[config.mk]
export PLATFORM = sky130hd
export DESIGN_NAME = ber_checker_mc
export DESIGN_NICKNAME = d
export VERILOG_FILES = /design/src/rtl/ber_pkg.sv /design/src/rtl/ber_chan.sv /design/src/rtl/ber_checker_mc.sv
export SDC_FILE = /design/constraint.sdc
export NUM_CORES = 1
export LEC_CHECK = 0
export CAP_MARGIN = 20
export CORE_MARGIN = 4
export CORE_UTILIZATION = 32
export CTS_BUF_LIST = sky130_fd_sc_hd__clkbuf_2
export CTS_CLUSTER_SIZE = 25
export DETAILED_ROUTE_END_ITERATION = 12
export GPL_TIMING_DRIVEN = 0
export SYNTH_ARGS = -nofsm -noshare
export SYNTH_HDL_FRONTEND = slang
export SYNTH_HIERARCHICAL = 1
export SYNTH_SLANG_ARGS = --single-unit
[constraint.sdc]
create_clock -name clk -period 4.1 [get_ports clk]
set_input_delay 0.82 -clock clk [delete_from_list [all_inputs] [get_ports clk]]
set_output_delay 0.82 -clock clk [all_outputs]
set_load 0.03 [all_outputs]
[src/rtl/ber_pkg.sv]
// Shared definitions for the multi-channel PRBS bit-error-rate checker:
// channel FSM state encoding and PRBS polynomial tap selection.
package ber_pkg;

  typedef enum logic [1:0] {
    ST_HUNT   = 2'd0,
    ST_SYNC   = 2'd1,
    ST_LOCKED = 2'd2
  } ber_state_t;

  // Second feedback tap (1-based) of x^N + x^M + 1; the first tap is always N.
  function automatic int prbs_tap(input int order);
    int tap;
    case (order)
      7:       tap = 6;
      9:       tap = 5;
      15:      tap = 14;
      23:      tap = 18;
      31:      tap = 28;
      default: tap = 5;
    endcase
    return tap;
  endfunction

  function automatic bit prbs_legal(input int order);
    return (order == 7) || (order == 9) || (order == 15) || (order == 23) || (order == 31);
  endfunction

endpackage

[src/rtl/ber_chan.sv]
// One receive channel: HUNT/SYNC/LOCKED FSM, self-synchronising PRBS checker and counters.
// Define BER_AUTO_RESYNC_EN to add windowed loss-of-lock detection.
module ber_chan
  import ber_pkg::*;
#(
  parameter int PRBS_ORDER = 9,
  parameter int SYNC_LEN   = 64,
  parameter int CNT_W      = 48,
  parameter int ERR_OK_MAX = 0,
  parameter int WIN_LEN    = 1024,
  parameter int LOSS_THR   = 64
) (
  input  logic             clk,
  input  logic             i_reset,
  input  logic             i_en,
  input  logic             i_rx_bit,
  input  logic             i_clear,
  input  logic             i_resync,
  output logic             o_lock,
  output logic             o_ber_ok,
  output logic [CNT_W-1:0] o_err_cnt,
  output logic [CNT_W-1:0] o_tot_cnt,
  output ber_state_t       o_state
);

  localparam int TAP_A  = PRBS_ORDER - 1;
  localparam int TAP_B  = prbs_tap(PRBS_ORDER) - 1;
  localparam int MC_MAX = (SYNC_LEN > PRBS_ORDER) ? SYNC_LEN : PRBS_ORDER;
  localparam int MCW    = $clog2(MC_MAX + 1);

  if (!prbs_legal(PRBS_ORDER) || SYNC_LEN < 1 || CNT_W < 1 || WIN_LEN < 1 || LOSS_THR < 1)
  begin : g_bad_cfg
    $error("ber_chan: illegal parameter set");
  end

  ber_state_t            state_q;
  ber_state_t            state_d;
  logic [PRBS_ORDER-1:0] sr_q;
  logic [MCW-1:0]        mcnt_q;
  logic [CNT_W-1:0]      err_q;
  logic [CNT_W-1:0]      tot_q;
  logic                  exp_bit;
  logic                  mismatch;
  logic                  step;
  logic                  hunt_done;
  logic                  sync_done;
  logic                  loss_hit;
  logic                  tot_full;

  assign exp_bit   = sr_q[TAP_A] ^ sr_q[TAP_B];
  assign mismatch  = i_rx_bit ^ exp_bit;
  assign step      = i_en & ~i_resync;
  assign hunt_done = (mcnt_q == MCW'(PRBS_ORDER - 1));
  assign sync_done = (mcnt_q == MCW'(SYNC_LEN - 1));
  assign tot_full  = &tot_q;

`ifdef BER_AUTO_RESYNC_EN
  localparam int WCW = $clog2(WIN_LEN + 1);
  localparam int WEW = $clog2(LOSS_THR + 1);

  logic [WCW-1:0] win_q;
  logic [WEW-1:0] werr_q;

  // The error that brings the window count to LOSS_THR drops lock on that same strobe.
  assign loss_hit = (state_q == ST_LOCKED) && mismatch && (werr_q == WEW'(LOSS_THR - 1));

  always_ff @(posedge clk or negedge i_reset) begin
    if (!i_reset) begin
      win_q  <= '0;
      werr_q <= '0;
    end else if (step) begin
      if (state_q != ST_LOCKED || loss_hit || win_q == WCW'(WIN_LEN - 1)) begin
        win_q  <= '0;
        werr_q <= '0;
      end else begin
        win_q  <= win_q + WCW'(1);
        werr_q <= werr_q + WEW'(mismatch);
      end
    end
  end
`else
  assign loss_hit = 1'b0;
`endif

  always_ff @(posedge clk or negedge i_reset) begin
    if (!i_reset) begin
      state_q <= ST_HUNT;
    end else begin
      state_q <= state_d;
    end
  end

  always_comb begin
    state_d = state_q;
    if (i_resync) begin
      state_d = ST_HUNT;
    end else if (i_en) begin
      case (state_q)
        ST_HUNT:   if (hunt_done) state_d = ST_SYNC;
        ST_SYNC: begin
          if (mismatch)       state_d = ST_HUNT;
          else if (sync_done) state_d = ST_LOCKED;
        end
        ST_LOCKED: if (loss_hit) state_d = ST_HUNT;
        default:   state_d = ST_HUNT;
      endcase
    end
  end

  always_comb begin
    o_lock   = (state_q == ST_LOCKED);
    o_ber_ok = o_lock && (err_q <= CNT_W'(ERR_OK_MAX));
    o_state  = state_q;
  end

  // Once locked the register regenerates the sequence itself, so received errors never enter it.
  always_ff @(posedge clk or negedge i_reset) begin
    if (!i_reset) begin
      sr_q   <= '0;
      mcnt_q <= '0;
    end else if (i_resync) begin
      mcnt_q <= '0;
    end else if (i_en) begin
      case (state_q)
        ST_HUNT: begin
          sr_q   <= {sr_q[PRBS_ORDER-2:0], i_rx_bit};
          mcnt_q <= hunt_done ? '0 : mcnt_q + MCW'(1);
        end
        ST_SYNC: begin
          sr_q   <= {sr_q[PRBS_ORDER-2:0], i_rx_bit};
          mcnt_q <= (mismatch || sync_done) ? '0 : mcnt_q + MCW'(1);
        end
        ST_LOCKED: begin
          sr_q   <= {sr_q[PRBS_ORDER-2:0], exp_bit};
          mcnt_q <= '0;
        end
        default: mcnt_q <= '0;
      endcase
    end
  end

  // Clear wins over a coincident counting strobe; a full total freezes both counters.
  always_ff @(posedge clk or negedge i_reset) begin
    if (!i_reset) begin
      err_q <= '0;
      tot_q <= '0;
    end else if (i_clear) begin
      err_q <= '0;
      tot_q <= '0;
    end else if (step && state_q == ST_LOCKED && !tot_full) begin
      tot_q <= tot_q + CNT_W'(1);
      err_q <= err_q + CNT_W'(mismatch);
    end
  end

  assign o_err_cnt = err_q;
  assign o_tot_cnt = tot_q;

endmodule

[src/rtl/ber_checker_mc.sv]
// Multi-channel PRBS BER checker: N_CH independent ber_chan instances with packed outputs.
// Define BER_AUTO_RESYNC_EN to enable windowed loss-of-lock in every channel.
module ber_checker_mc
  import ber_pkg::*;
#(
  parameter int N_CH       = 2,
  parameter int PRBS_ORDER = 9,
  parameter int SYNC_LEN   = 64,
  parameter int CNT_W      = 48,
  parameter int ERR_OK_MAX = 0,
  parameter int WIN_LEN    = 1024,
  parameter int LOSS_THR   = 64
) (
  input  logic                  clk,
  input  logic                  i_reset,
  input  logic                  i_en,
  input  logic [N_CH-1:0]       i_rx_bit,
  input  logic                  i_clear,
  input  logic                  i_resync,
  output logic [N_CH-1:0]       o_lock,
  output logic [N_CH-1:0]       o_ber_ok,
  output logic [N_CH*CNT_W-1:0] o_err_cnt,
  output logic [N_CH*CNT_W-1:0] o_tot_cnt,
  output logic [2*N_CH-1:0]     o_dbg_state
);

  if (N_CH < 1 || N_CH > 8) begin : g_bad_nch
    $error("ber_checker_mc: N_CH must be 1..8");
  end

  for (genvar k = 0; k < N_CH; k++) begin : g_chan
    ber_state_t chan_state;

    ber_chan #(
      .PRBS_ORDER (PRBS_ORDER),
      .SYNC_LEN   (SYNC_LEN),
      .CNT_W      (CNT_W),
      .ERR_OK_MAX (ERR_OK_MAX),
      .WIN_LEN    (WIN_LEN),
      .LOSS_THR   (LOSS_THR)
    ) u_chan (
      .clk       (clk),
      .i_reset   (i_reset),
      .i_en      (i_en),
      .i_rx_bit  (i_rx_bit[k]),
      .i_clear   (i_clear),
      .i_resync  (i_resync),
      .o_lock    (o_lock[k]),
      .o_ber_ok  (o_ber_ok[k]),
      .o_err_cnt (o_err_cnt[k*CNT_W +: CNT_W]),
      .o_tot_cnt (o_tot_cnt[k*CNT_W +: CNT_W]),
      .o_state   (chan_state)
    );

    assign o_dbg_state[2*k +: 2] = chan_state;
  end

endmodule

==> results of run 1 <==
placed cells by master, fill, tap and decap left out, drive strengths merged, types with 25 or more instances in the layout:
cell type / synthesis / layout
dfrtp: 228 / 228
clkdlybuf4s50: 0 / 202
clkbuf: 62 / 155
nor2: 143 / 143
nand3: 97 / 97
a21oi: 92 / 92
nand2: 83 / 83
nand4: 81 / 81
nor4: 69 / 69
or4: 66 / 66
o31ai: 58 / 58
xnor2: 51 / 51
xor2: 44 / 44
or3: 35 / 35
nor3: 33 / 33
o21ai: 33 / 33
mux2: 30 / 30
and3: 27 / 27
buf: 21 / 25
report_power, final:
part | internal (uW) | leakage [uW] | switching [uW]
combinational | 151 | 0.00249 | 187
sequential | 2330 | 0.00314 | 54.4
clock | 791 | 0.000449 | 1030
total | 3270 | 0.00608 | 1280
through the flow:
step	area (um2)	setup TNS (ns)	total power [uW]	hold WS, ns
2_1_floorplan	12800	0	2630	0.465
5_1_grt	16200	0	4810	0.282
3_5_place_dp	15600	-1.67	2770	0.490
3_3_place_gp	15500	-1834.28	2750	0.484
6_report	16200	0	4550	0.362
4_1_cts	16200	0	4650	0.205
final timing paths:
check / slack (ns) / depth (start not counted) / end / startpoint
min in group asynchronous: 0.41 / 2 / g_chan[0].u_chan/o_tot_cnt[24] / i_reset
min: 0.36 / 2 / g_chan[1].u_chan/o_state[1] / i_resync
max reg2reg: 0.90 / 10 / g_chan[1].u_chan/o_err_cnt[30] / g_chan[1].u_chan/sr_q[4]
max: 0.32 / 6 / o_ber_ok[1] / g_chan[1].u_chan/o_state[1]
max in group asynchronous: 2.39 / 4 / g_chan[1].u_chan/o_tot_cnt[43] / i_reset
min reg2reg: 0.48 / 1 / g_chan[1].u_chan/sr_q[6] / g_chan[1].u_chan/sr_q[5]
synthesized netlist by cell type (44+ instances only):
cell type	number
nand4_1	80
or4_1	63
nor4_1	68
nor2_1	143
nand2_1	82
dfrtp_1	228
xnor2_1	51
a21oi_1	92
clkbuf_1	58
xor2_1	44
o31ai_1	58
nand3_1	93
worst register-to-register path, stage by stage, from the launching register on:
cell and delay [ns]:
dfrtp_1 0.42, xnor2_1 0.16, xnor2_1 0.40, ha_1 0.33, ha_1 0.26, and3_1 0.26, nand2_1 0.15, clkbuf_1 0.27
clkbuf_1 0.35, o31ai_1 0.32, a21oi_1 0.09
sequential cells by signal, indices dropped and copies added (netlist names):
| register | cells |
|---|---|
| g_chan.u_chan/mcnt_q | 14 |
| g_chan.u_chan/o_err_cnt | 96 |
| g_chan.u_chan/o_state | 4 |
| g_chan.u_chan/o_tot_cnt | 96 |
| g_chan.u_chan/sr_q | 18 |
cell families (layout without fill, tap and decap cells):
logic type | after synthesis | after routing | share of synthesized area [%]
AOI/OAI and AO/OA | 205 | 205 | 9.65
xor gates and xnor gates | 96 | 96 | 6.68
adders and majority gates | 10 | 10 | 0.977
buffers and inverters | 102 | 424 | 3.66
DFF | 228 | 228 | 44.5
muxes | 38 | 38 | 3.26
other | 0 | 1 | 0
and+or+nand+nor | 715 | 715 | 31.2
timing repair:
action,4_1_cts,5_1_grt
hold buffers,1,0
gates resized for setup,1,1
setup endpoints to repair,1,1
endpoints found under the hold margin,57,0
cell type report:
type                            instances  area, um2  share of cell area (%)
Antenna cell                            1       2.50                  0.0154
Buffer                                 82        394                    2.43
Clock buffer                           92        460                    2.84
Clock inverter                         20        166                    1.02
Inverter                               19       71.3                   0.439
Multi-Input combinational cell       1064       6640                    40.9
Sequential cell                       228       5710                    35.1
Tap cell                              525        657                    4.05
Timing Repair Buffer                  211       2140                    13.2
layer usage:
metal  vias up  part of all wire [%]
li1       5826                     -
met1      6040                    46
met2       411                    45
met3        57                   7.0
met4         0                   1.8
met5         -                     0
==> flow_summary.toml, run 1 <==
[grt]
grtUsageMet2_pct = 29.1
gr-usage-all-layers_pct = 19.2
antenna_found_initial = 1
grt_pass1_wl_um = 68300
grt_max_degree = 87
met3_usage_pct = 4.04
busiest_layer = "met2"
grt_overflow = 0
grt_pass1_vias = 12100
grt_util_met1_pct = 27.4

[route]
vias_per_cell = 5.50
wl_um = 43000
drtIter0Drc = 999
num_vias = 12300
drc = 0
wl_per_cell_um = 19.2
ant_nets = 0
dr.pass1.iters = 5

[setup_path]
required_ns = 3.28
max_stage_delay_ns = 0.46
crit_buf_inv = 3
cp_slowest_cell = "dlygate4sd2_1"
crit_path_start_kind = "flip-flop"
cp_max_fo = 9
critPathCaptureType = "output port"
cp.arrival_ns = 2.96
crit_family = "buffers and inverters"
crit_chain = "clkbuf_1 -> inv_1 -> nor2_1 -> nand2_1 -> nor4_1 -> dlygate4sd2_1"
setup.worst_path.class = "flip-flop to output port"

[logic_synthesis]
synth-seq-cells = 228
yosysWarnings = 6
synth_seq_area_share_pct = 44.5
synth_nets = 1411
async_flop_share_pct = 100
synthTopCellsByArea = "dfrtp_1 45%, nor2_1 4.2%, nand4_1 3.9%"
netlist-cell-type-count = 60
synth.largest_area_cell = "dfrtp_1"
synthFlopType = "dfrtp_1"
synth.top_cell.area_share_pct = 44.5
synth_edf_count = 0
synthCells = 1394
synth.avg_cell_area_um2 = 9.19
synth_area_mm2 = 0.0128

[layout]
final_core_util_pct = 41.0
fin_nets = 1690
n_fill_cell = 3979
final_cells = 2242
area_growth_pct = 26.8
drive_gt1_share_pct = 11.1

[power_and_ir_drop]
peakVddDrop_v = 0.000117
p_per_area_mw_per_mm2 = 280
p_leak_uw = 0.00608

[floorplan]
die-area_mm2 = 0.0433
rows = 73
die_h_um = 208
io-pin-count = 207
coreArea_mm2 = 0.0396
die_x_um = 208
initial_core_util_pct = 32.3

[clock_network]
cts_buffers = 67
post-cts-setup-buffer-count = 0
cts_sinks = 228
htreeDepth = 3
cts_buffer_depth = 3
cts_tree = "built"
cts_root_buf = "clkbuf_2"
clock_latency_ns = 0.92
clk_pin_slew_ns = 0.08

[placement]
io_buffers = 205
dp_hpwl_um = 30900
placedCellCount = 2127
dp_slack_ns = -0.252
gp_congestion = 0.877

[sta]
period_share_pct = 92.2
worst_pin_slew_ns = 1.14
drv_slew = 0
skew_ns = 0.0966
rsz0062_at_grt = "false"
relSlewSlack_pct = 23.5
hold_viol_final = 0
max_freq_ghz = 0.265
finalWorstSetupSlack_ns = 0.321
timing.final.crit_period_ns = 3.78
setup_viol = 0

[status]
status = "finished, final reports clean"

[min_path]
hp-class = "input port to flip-flop"

[flow_run]
cap_viol_max_count = 0
Note: power is estimated with default switching activity, not from simulation.
==> inputs of run 2 (changes only) <==
CORE_UTILIZATION = 39   (was 32)
==> run 2 against run 1 <==
- sequential share of layout area is 0.15 points higher
- highest routed layer is now met5
- flip-flop and latch count did not move
- final area shrank 0.42%
- clock skew grew 0.029 ns
- non-clock buffer count grew 1
- critical endpoint is now o_ber_ok[0]
- first-iteration DRC count shrank 9.0%
- count of clock-buffer cells in the layout is 8 higher
- cell count fell by 3.1%
- global-route usage increased by 3.6 points
==> flow_summary.toml, run 2 (synthesized netlist as in run 1, its figures left out) <==
[status]
status = "finished, final reports clean"

[power_and_ir_drop]
p_leak_uw = 0.00613
p_per_area_mw_per_mm2 = 280
power_uw = 4530
peakVddDrop_v = 0.000144

[flow_run]
cap_viol_max_count = 0

[route]
wl_per_cell_um = 19.3
vias_per_cell = 5.77
ant_nets = 0
wl_um = 41800
num_vias = 12500
drc = 0
drtIter0Drc = 909
dr.pass1.iters = 5

[setup_path]
max_stage_delay_ns = 0.44
critPathCaptureType = "output port"
crit_family = "simple AND/OR/NAND/NOR gates"
crit_chain = "clkbuf_1 -> nor4_1 -> nand4_1 -> nor4_1 -> dlymetal6s2s_1"
setup.worst_path.class = "flip-flop to output port"
crit_buf_inv = 2
cp.arrival_ns = 2.76
cp_max_fo = 7
r2r_setup_slack_ns = 0.88
crit_path_frequent_cell = "nor4_1"
r2r_start = "g_chan[0].u_chan/o_state[1]"
reg2reg_to = "g_chan[0].u_chan/o_err_cnt[43]"
crit_path_start_kind = "flip-flop"
required_ns = 3.28
cp_slowest_cell = "nor4_1"
rr_worst_depth = 7

[placement]
gp_congestion = 0.889
io_buffers = 205
dp_hpwl_um = 29400
placedCellCount = 2044

[floorplan]
die-area_mm2 = 0.0358
rows = 66
io-pin-count = 207
coreArea_mm2 = 0.0325
die_x_um = 189
die_h_um = 189
initial_core_util_pct = 39.5

[layout]
final_cells = 2172
area_growth_pct = 26.2
seq_area_mm2 = 0.00571
drive_gt1_share_pct = 11.5
multi_input_area_mm2 = 0.00664
final_cell_mix = "228 x dfrtp_1, 202 x clkdlybuf4s50_1, 143 x nor2_1, 103 x clkbuf_2, 93 x nand3_1"
fin_nets = 1692
n_fill_cell = 3173
final_common_cell = "dfrtp_1"

[sta]
worst_pin_slew_ns = 1.17
relSlewSlack_pct = 21.5
timing.final.crit_period_ns = 3.58
period_share_pct = 87.4
max_freq_ghz = 0.279
drv_slew = 0
whs_ns = 0.373
rsz0062_at_grt = "false"
setup_viol = 0
hold_viol_final = 0
skew_ns = 0.126

[clock_network]
cts_buffers = 68
cts_tree = "built"
clk_pin_slew_ns = 0.10
cts_buffer_depth = 3
cts_sinks = 228
htreeDepth = 3
clock_latency_ns = 0.87
cts_root_buf = "clkbuf_2"
post-cts-setup-buffer-count = 0

[min_path]
hp-class = "input port to async pin"

[grt]
grt_pass1_wl_um = 66900
grt_overflow = 0
gr-usage-all-layers_pct = 22.8
antenna_found_initial = 3
grt_pass1_vias = 12200
grt_max_degree = 113
run 2: cell count changes in the layout (fill, tap and decap cells not counted), sizes merged:
cell / change
diode: +1
inv: +1
dlygate4sd2: -1
bufinv: -1
clkbuf: +9
dlymetal6s2s: +1
clkinv: +3
run 2: final cells by class:
class | count | area share [%]
plain buffers | 83 | 2.46
repair buffers | 211 | 13.2
clock inverters | 23 | 0.944
flip-flops and latches | 228 | 35.3
multi-input cells | 1064 | 41.1
clock buffers | 100 | 3.10
inverters | 19 | 0.441
diodes | 2 | 0.0310
well taps | 442 | 3.42
run 2: power breakdown:
group,internal (uW),switching [uW],leakage [uW]
clock,782,1040,0.000480
combinational,151,179,0.00251
sequential,2330,57.2,0.00314
total,3260,1270,0.00613
run 2: metrics by stage:
stage               setup slack, ns  cell area, um2  setup TNS, ns  utilization (%)
floorplan                     0.847           12800              0                -
global placement              -8.18           15400       -1857.72             47.5
detailed placement           -0.100           15500         -0.610             47.7
CTS                          0.0128           16100              0             49.8
global route                  0.306           16200              0             49.8
finish                        0.517           16200              0             49.8
run 2: what timing repair did:
action	CTS	global route
endpoints found under the hold margin	13	0
gates resized for setup	0	2
hold buffers	1	0
endpoints found under the setup margin	0	2
run 2: worst register-to-register path, stage by stage (launching register included):
cell and delay (ns):
dfrtp_1 0.40, clkbuf_1 0.33, nand4bb_1 0.31, nor4_1 1.06, o41ai_2 0.45, nor3_1 0.32, xnor2_1 0.15, nor2_1 0.07
run 2: worst max path at each step:
stage / end / startpoint / depth (start not counted) / slack, ns
6_report: o_ber_ok[0] / g_chan[0].u_chan/o_err_cnt[20] / 5 / 0.52
5_1_grt: o_ber_ok[0] / g_chan[0].u_chan/o_state[1] / 5 / 0.31
4_1_cts: o_ber_ok[0] / g_chan[0].u_chan/o_state[1] / 5 / 0.01
3_5_place_dp: g_chan[0].u_chan/o_tot_cnt[46] / i_en / 9 / -0.10
3_3_place_gp: g_chan[1].u_chan/o_tot_cnt[42] / i_reset / 1 / -8.18
2_1_floorplan: o_ber_ok[0] / g_chan[0].u_chan/o_state[1] / 4 / 0.85
run 2: layer usage:
| metal | global-route usage, % | share of wire, % |
|---|---|---|
| met5 | 0 | 0.033 |
| met4 | 7.79 | 2.6 |
| met3 | 5.46 | 7.5 |
| met2 | 34.0 | 44 |
| met1 | 32.6 | 46 |
